## config.mk

```make
export PLATFORM = sky130hd
export DESIGN_NAME = nroot_shift_arbiter_flat
export DESIGN_NICKNAME = d
export VERILOG_FILES = /design/src/rtl/nroot_shift_arbiter_if.sv /design/src/rtl/nroot_shift_arbiter.sv /design/src/flat_wrapper.sv
export SDC_FILE = /design/constraint.sdc
export NUM_CORES = 1
export LEC_CHECK = 0
export CAP_MARGIN = 20
export CORE_UTILIZATION = 50
export DETAILED_ROUTE_END_ITERATION = 8
export PLACE_DENSITY = 0.81
export SLEW_MARGIN = 40
export SYNTH_ARGS = -nofsm -noshare
export SYNTH_HDL_FRONTEND = slang
export SYNTH_SLANG_ARGS = --single-unit
export TNS_END_PERCENT = 10
```

## constraint.sdc

```tcl
create_clock -name clk -period 2.5 [get_ports clk]
set_input_delay 0.5 -clock clk [delete_from_list [all_inputs] [get_ports clk]]
set_output_delay 0.5 -clock clk [all_outputs]
set_load 0.02 [all_outputs]
```

## src/rtl/nroot_shift_arbiter_if.sv

```systemverilog
// rtl/nroot_shift_arbiter_if.sv - request/response bus for the shared shift arbiter
// Purpose: bundles both requester handshakes and the tagged response port.
// Signals:
//   reqN_valid/reqN_data/reqN_amt/reqN_ready (N = 0, 1) : operand + shift amount handshake
//   resp_valid/resp_id/resp_data/resp_ovf/resp_ready    : tagged shift result handshake
// Modports: master = requesters and result consumer, slave = arbiter.
interface nroot_shift_arbiter_if #(
  parameter int WIDTH = 25,
  parameter int AMTW  = 5
);
  logic             req0_valid;
  logic [WIDTH-1:0] req0_data;
  logic [AMTW-1:0]  req0_amt;
  logic             req0_ready;
  logic             req1_valid;
  logic [WIDTH-1:0] req1_data;
  logic [AMTW-1:0]  req1_amt;
  logic             req1_ready;
  logic             resp_valid;
  logic             resp_id;
  logic [WIDTH-1:0] resp_data;
  logic             resp_ovf;
  logic             resp_ready;

  modport slave (
    input  req0_valid, req0_data, req0_amt,
    output req0_ready,
    input  req1_valid, req1_data, req1_amt,
    output req1_ready,
    output resp_valid, resp_id, resp_data, resp_ovf,
    input  resp_ready
  );

  modport master (
    output req0_valid, req0_data, req0_amt,
    input  req0_ready,
    output req1_valid, req1_data, req1_amt,
    input  req1_ready,
    input  resp_valid, resp_id, resp_data, resp_ovf,
    output resp_ready
  );
endinterface

```

## src/rtl/nroot_shift_arbiter.sv

```systemverilog
// rtl/nroot_shift_arbiter.sv - round-robin arbiter around one shared 25-bit left barrel shifter
// Purpose: grants one of two requesters, shifts its operand left (zero fill, 0-31),
//          and returns the tagged result with an overflow flag. One op in flight.
// Ports:
//   clk : clock, rising edge
//   rst : synchronous active-high reset
//   bus : nroot_shift_arbiter_if.slave (request handshakes in, tagged response out)
module nroot_shift_arbiter #(
  parameter int WIDTH = 25,
  parameter int AMTW  = 5
) (
  input  logic                clk,
  input  logic                rst,
  nroot_shift_arbiter_if.slave bus
);
  typedef enum logic [1:0] {
    IDLE  = 2'd0,
    SHIFT = 2'd1,
    DONE  = 2'd2
  } state_t;

  state_t           state_q;
  logic             last_grant_q;
  logic [WIDTH-1:0] op_data_q;
  logic [AMTW-1:0]  op_amt_q;
  logic             op_id_q;
  logic             resp_valid_q;
  logic             resp_id_q;
  logic [WIDTH-1:0] resp_data_q;
  logic             resp_ovf_q;

  logic             grant0_d;
  logic             grant1_d;
  logic [WIDTH-1:0] shift_d;
  logic             ovf_d;

  // Grants are only offered in IDLE and never during reset, so nothing in
  // DONE (including resp_ready) can reach reqN_ready.
  always_comb begin
    grant0_d = 1'b0;
    grant1_d = 1'b0;
    if (state_q == IDLE && !rst) begin
      if (bus.req0_valid && bus.req1_valid) begin
        grant0_d = last_grant_q;
        grant1_d = ~last_grant_q;
      end else begin
        grant0_d = bus.req0_valid;
        grant1_d = bus.req1_valid;
      end
    end
  end

  assign bus.req0_ready = grant0_d;
  assign bus.req1_ready = grant1_d;

  // Five-stage barrel shifter. Each stage flags any set bit it pushes past
  // the top, so the OR of all stages is exactly "a 1 was lost", including
  // amounts 25-31 where every original bit leaves the word.
  always_comb begin
    logic [WIDTH-1:0] st;
    st    = op_data_q;
    ovf_d = 1'b0;
    if (op_amt_q[4]) begin
      ovf_d = ovf_d | (|st[WIDTH-1 -: 16]);
      st    = st << 16;
    end
    if (op_amt_q[3]) begin
      ovf_d = ovf_d | (|st[WIDTH-1 -: 8]);
      st    = st << 8;
    end
    if (op_amt_q[2]) begin
      ovf_d = ovf_d | (|st[WIDTH-1 -: 4]);
      st    = st << 4;
    end
    if (op_amt_q[1]) begin
      ovf_d = ovf_d | (|st[WIDTH-1 -: 2]);
      st    = st << 2;
    end
    if (op_amt_q[0]) begin
      ovf_d = ovf_d | st[WIDTH-1];
      st    = st << 1;
    end
    shift_d = st;
  end

  always_ff @(posedge clk) begin
    if (rst) begin
      state_q      <= IDLE;
      last_grant_q <= 1'b1;
      op_data_q    <= '0;
      op_amt_q     <= '0;
      op_id_q      <= 1'b0;
      resp_valid_q <= 1'b0;
      resp_id_q    <= 1'b0;
      resp_data_q  <= '0;
      resp_ovf_q   <= 1'b0;
    end else begin
      case (state_q)
        IDLE: begin
          if (grant0_d || grant1_d) begin
            op_data_q    <= grant1_d ? bus.req1_data : bus.req0_data;
            op_amt_q     <= grant1_d ? bus.req1_amt : bus.req0_amt;
            op_id_q      <= grant1_d;
            last_grant_q <= grant1_d;
            state_q      <= SHIFT;
          end
        end
        SHIFT: begin
          resp_data_q  <= shift_d;
          resp_id_q    <= op_id_q;
          resp_ovf_q   <= ovf_d;
          resp_valid_q <= 1'b1;
          state_q      <= DONE;
        end
        DONE: begin
          // Response fields stay frozen until the consumer takes them.
          if (bus.resp_ready) begin
            resp_valid_q <= 1'b0;
            state_q      <= IDLE;
          end
        end
        default: state_q <= IDLE;
      endcase
    end
  end

  assign bus.resp_valid = resp_valid_q;
  assign bus.resp_id    = resp_id_q;
  assign bus.resp_data  = resp_data_q;
  assign bus.resp_ovf   = resp_ovf_q;
endmodule

```

## src/flat_wrapper.sv

```systemverilog
// flat-port wrapper written by rule: the top's interface ports become plain ports
module nroot_shift_arbiter_flat 
#(
  parameter int WIDTH = 25,
  parameter int AMTW  = 5
)
  (clk, rst, bus_req0_valid, bus_req0_data, bus_req0_amt, bus_req0_ready, bus_req1_valid, bus_req1_data, bus_req1_amt, bus_req1_ready, bus_resp_valid, bus_resp_id, bus_resp_data, bus_resp_ovf, bus_resp_ready);
  nroot_shift_arbiter_if #(.WIDTH(WIDTH), .AMTW(AMTW)) bus_i ();
  input  logic clk;
  input  logic rst;
  input wire logic [$bits(bus_i.req0_valid)-1:0] bus_req0_valid;
  input wire logic [$bits(bus_i.req0_data)-1:0] bus_req0_data;
  input wire logic [$bits(bus_i.req0_amt)-1:0] bus_req0_amt;
  output wire logic [$bits(bus_i.req0_ready)-1:0] bus_req0_ready;
  input wire logic [$bits(bus_i.req1_valid)-1:0] bus_req1_valid;
  input wire logic [$bits(bus_i.req1_data)-1:0] bus_req1_data;
  input wire logic [$bits(bus_i.req1_amt)-1:0] bus_req1_amt;
  output wire logic [$bits(bus_i.req1_ready)-1:0] bus_req1_ready;
  output wire logic [$bits(bus_i.resp_valid)-1:0] bus_resp_valid;
  output wire logic [$bits(bus_i.resp_id)-1:0] bus_resp_id;
  output wire logic [$bits(bus_i.resp_data)-1:0] bus_resp_data;
  output wire logic [$bits(bus_i.resp_ovf)-1:0] bus_resp_ovf;
  input wire logic [$bits(bus_i.resp_ready)-1:0] bus_resp_ready;
  assign bus_i.req0_valid = bus_req0_valid;
  assign bus_i.req0_data = bus_req0_data;
  assign bus_i.req0_amt = bus_req0_amt;
  assign bus_req0_ready = bus_i.req0_ready;
  assign bus_i.req1_valid = bus_req1_valid;
  assign bus_i.req1_data = bus_req1_data;
  assign bus_i.req1_amt = bus_req1_amt;
  assign bus_req1_ready = bus_i.req1_ready;
  assign bus_resp_valid = bus_i.resp_valid;
  assign bus_resp_id = bus_i.resp_id;
  assign bus_resp_data = bus_i.resp_data;
  assign bus_resp_ovf = bus_i.resp_ovf;
  assign bus_i.resp_ready = bus_resp_ready;
  nroot_shift_arbiter #(.WIDTH(WIDTH), .AMTW(AMTW)) u_core (.clk(clk), .rst(rst), .bus(bus_i));
endmodule
```

==> flow_summary.yaml, run 1 <==
status:
  status: "complete, no violations"
timing:
  finalHoldViolCount: 0
  max_freq_ghz: 0.4199
  tns_ps: 0
  worst_pin_slew_ps: 802.8
  slew_viol_final: 0
  rsz0062_at_grt: "false"
  clock_skew_ps: 7.833
  maxSlewHeadroom_pct: 46.48
  fin_crit_sh_pct: 95.26
  fin_crit_ps: 2381
  setup_violations: 0
cts:
  root_buffer: "clkbuf_8"
  clock_latency_ps: 340
  clock-sinks: 62
  clockBufferDepth: 2
  cts_htree_levels: 3
  holdBufCountCts: 0
  cts_tree: "built"
  cts_buffers: 9
  post_cts_resize_count: 0
  clk_pin_slew_worst_paths_ps: 70
  postCtsSetupBuffers: 0
synthesis:
  synth_area_leaders: "dfxtp_1 32%, mux2i_1 8.9%, a311oi_1 7.8%"
  synth_area_um2: 3835
  synth_area_leader_cell: "dfxtp_1"
  yosys_warnings: 0
  ys_seq_elements: 62
  synth_top_area_share_pct: 32.37
  synth_nets: 532
  syn_inst: 467
  ys_types: 48
  avgSynthCellArea_um2: 8.212
  yosysSeqAreaShare_pct: 32.37
power:
  ir_drop_v: 0.0002940
  leakage_nw: 1.710
  total_power_mw: 3.020
  power_density_nw_per_um2: 615.5
run:
  maxCapViolations: 0
route:
  via_per_inst: 5.995
  drc: 0
  wirelength_um: 10580
  ant_nets: 0
  vias: 3879
  wire_per_inst_um: 16.35
  drt_pass1_iterations: 5
  initialDrtViolationCount: 281
placed_design:
  portBuffers: 94
  dp_hpwl_um: 7694
  placed_area_um2: 4717
  placed_cells: 632
  gp_congestion: 0.9152
floorplan:
  fp.dieH_um: 89.58
  core.rowCount: 31
  core_area_um2: 7331
  start_util_pct: 52.31
  fp.dieArea_um2: 8024
  top_level_ports: 95
  die_x_um: 89.58
critical_path:
  cp.required_ps: 2000
  end_kind: "primary output"
  timing.rr.start: "u_core.op_amt_q[4]$_SDFFE_PP0P_"
  start_kind: "input pin"
  crit_start: "bus_req0_valid"
  path_max_fanout: 3
  crit_arrival_ps: 1880
  worstSetupPathType: "input pin to primary output"
finish:
  fin_nets: 609
  diodes: 0
  finalNonFillerCells: 647
  seqCellArea_um2: 1241
  areaGrowthSynthToFinish_pct: 27.93
  finish.instance_area_um2: 4906
  drive_gt1_share_pct: 8.759
  fillers: 602
  postLayoutCoreUtil_pct: 66.92
  multiInputGateArea_um2: 2243
grt:
  grt_usage_pct: 28.38
  met2_usage_pct: 46.21
  grt_util_met3_pct: 5.850
  grtUsageMet1_pct: 36.58
  grt_pass1_wl_um: 17390
  antenna_found_initial: 0
  grt_max_degree: 63
  busiest_layer: "met2"
  grt_pass1_vias: 3665
  gr-total-overflow: 0
hold_path:
  worstHoldPathType: "register to register"
  hp-start: "u_core.bus.resp_data[14]$_SDFFE_PP0P_"
-- critical path, stage by stage --
cell	delay (ps)
clkdlybuf4s50_1	450
a21oi_1	190
nand3_2	90
inv_1	60
clkdlybuf4s50_1	590
-- kinds of logic (layout without fill, tap and decap cells) --
logic type      after synthesis  in the layout  share of synthesized area, %
compound gates              112            112                         22.94
buf+inv                      58            139                         9.266
flops                        62             62                         32.37
mux                          44             44                         13.87
simple gates                191            191                         21.57
-- stage by stage --
stage | setup slack [ps] | hold slack (ps)
6_report | 118.6 | 459.6
5_1_grt | 21.53 | 481.2
4_1_cts | 106.3 | 463.4
3_5_place_dp | 117.0 | 453.9
3_3_place_gp | 135.9 | 445.6
2_1_floorplan | 512.6 | 429.9
-- flip-flops by register name, indices dropped and copies added (netlist names) --
register / flops
u_core.bus.resp_ovf: 1
u_core.state_q: 2
u_core.last_grant_q: 1
u_core.op_amt_q: 5
u_core.bus.resp_data: 25
u_core.op_id_q: 1
u_core.op_data_q: 25
u_core.bus.resp_valid: 1
u_core.bus.resp_id: 1
-- metal layers --
metal  wire length [µm]  vias to the layer above
li1                   -                     1871
met1               4586                     1802
met2               4960                      174
met3                767                       32
met4                262                        0
met5                  0                        -
-- synth_stat cells (all sizes together) --
cell     instances
o311a            1
a211oi           7
nand3b           4
o211a            2
a21oi           10
nor3b            4
o21ai           11
nor2            62
o2bb2ai          5
o41a             1
dfxtp           62
mux2i           34
nand3           15
inv             14
a221o            4
or2              1
nand2           79
a22o             3
nor4             7
mux4             7
o41ai            2
nor3             8
nand4            1
a211o            2
o21a             2
nand4b           1
mux2             3
nand2b           4
o31a             2
a32oi            2
buf             14
clkbuf          30
a22oi            7
or4              1
nor2b            4
o22ai           10
a311oi          34
a31oi            2
o211ai           5
-- report_power, final --
| part | switching, mW | internal (mW) |
|---|---|---|
| combinational | 0.507 | 0.438 |
| clock | 0.395 | 0.479 |
| sequential | 0.117 | 1.09 |
| total | 1.02 | 2.00 |
-- cells in the final DEF (no fill, tap or decap), drive strengths merged, types with 8 or more instances in the layout --
| cell type | n |
|---|---|
| o22ai | 10 |
| nor3 | 8 |
| nor2 | 62 |
| a311oi | 34 |
| a21oi | 10 |
| clkdlybuf4s50 | 93 |
| nand3 | 15 |
| buf | 17 |
| o21ai | 11 |
| mux2i | 34 |
| nand2 | 79 |
| clkbuf | 11 |
| inv | 14 |
| dfxtp | 62 |
-- worst paths after layout --
check	cells past startpoint	slack, ps	endpoint
setup reg to reg	6	340	u_core.bus.resp_ovf$_SDFFE_PP0P_
hold reg to reg	2	460	u_core.bus.resp_data[14]$_SDFFE_PP0P_
hold / removal	2	460	u_core.bus.resp_data[14]$_SDFFE_PP0P_
setup / recovery	5	120	bus_req1_ready
-- layout make-up --
cell class              instances  share of cell area, %
inverters                      14                  1.071
clock buffers                  11                  2.882
clock inverters                 4                 0.9691
repair buffers                110                  21.53
flip-flops and latches         62                  25.30
well taps                      99                  2.525
multi-input cells             347                  45.73
(Power assumes the default switching activity.)
==> run 2, diff against run 1 <==
--- a/config.mk
+++ b/config.mk
@@ -13,4 +13,4 @@
 export SYNTH_ARGS = -nofsm -noshare
 export SYNTH_HDL_FRONTEND = slang
 export SYNTH_SLANG_ARGS = --single-unit
-export TNS_END_PERCENT = 10
+export TNS_END_PERCENT = 1
==> results of run 2 <==
No change in the layout: final DEF, timing and power equal those of run 1.
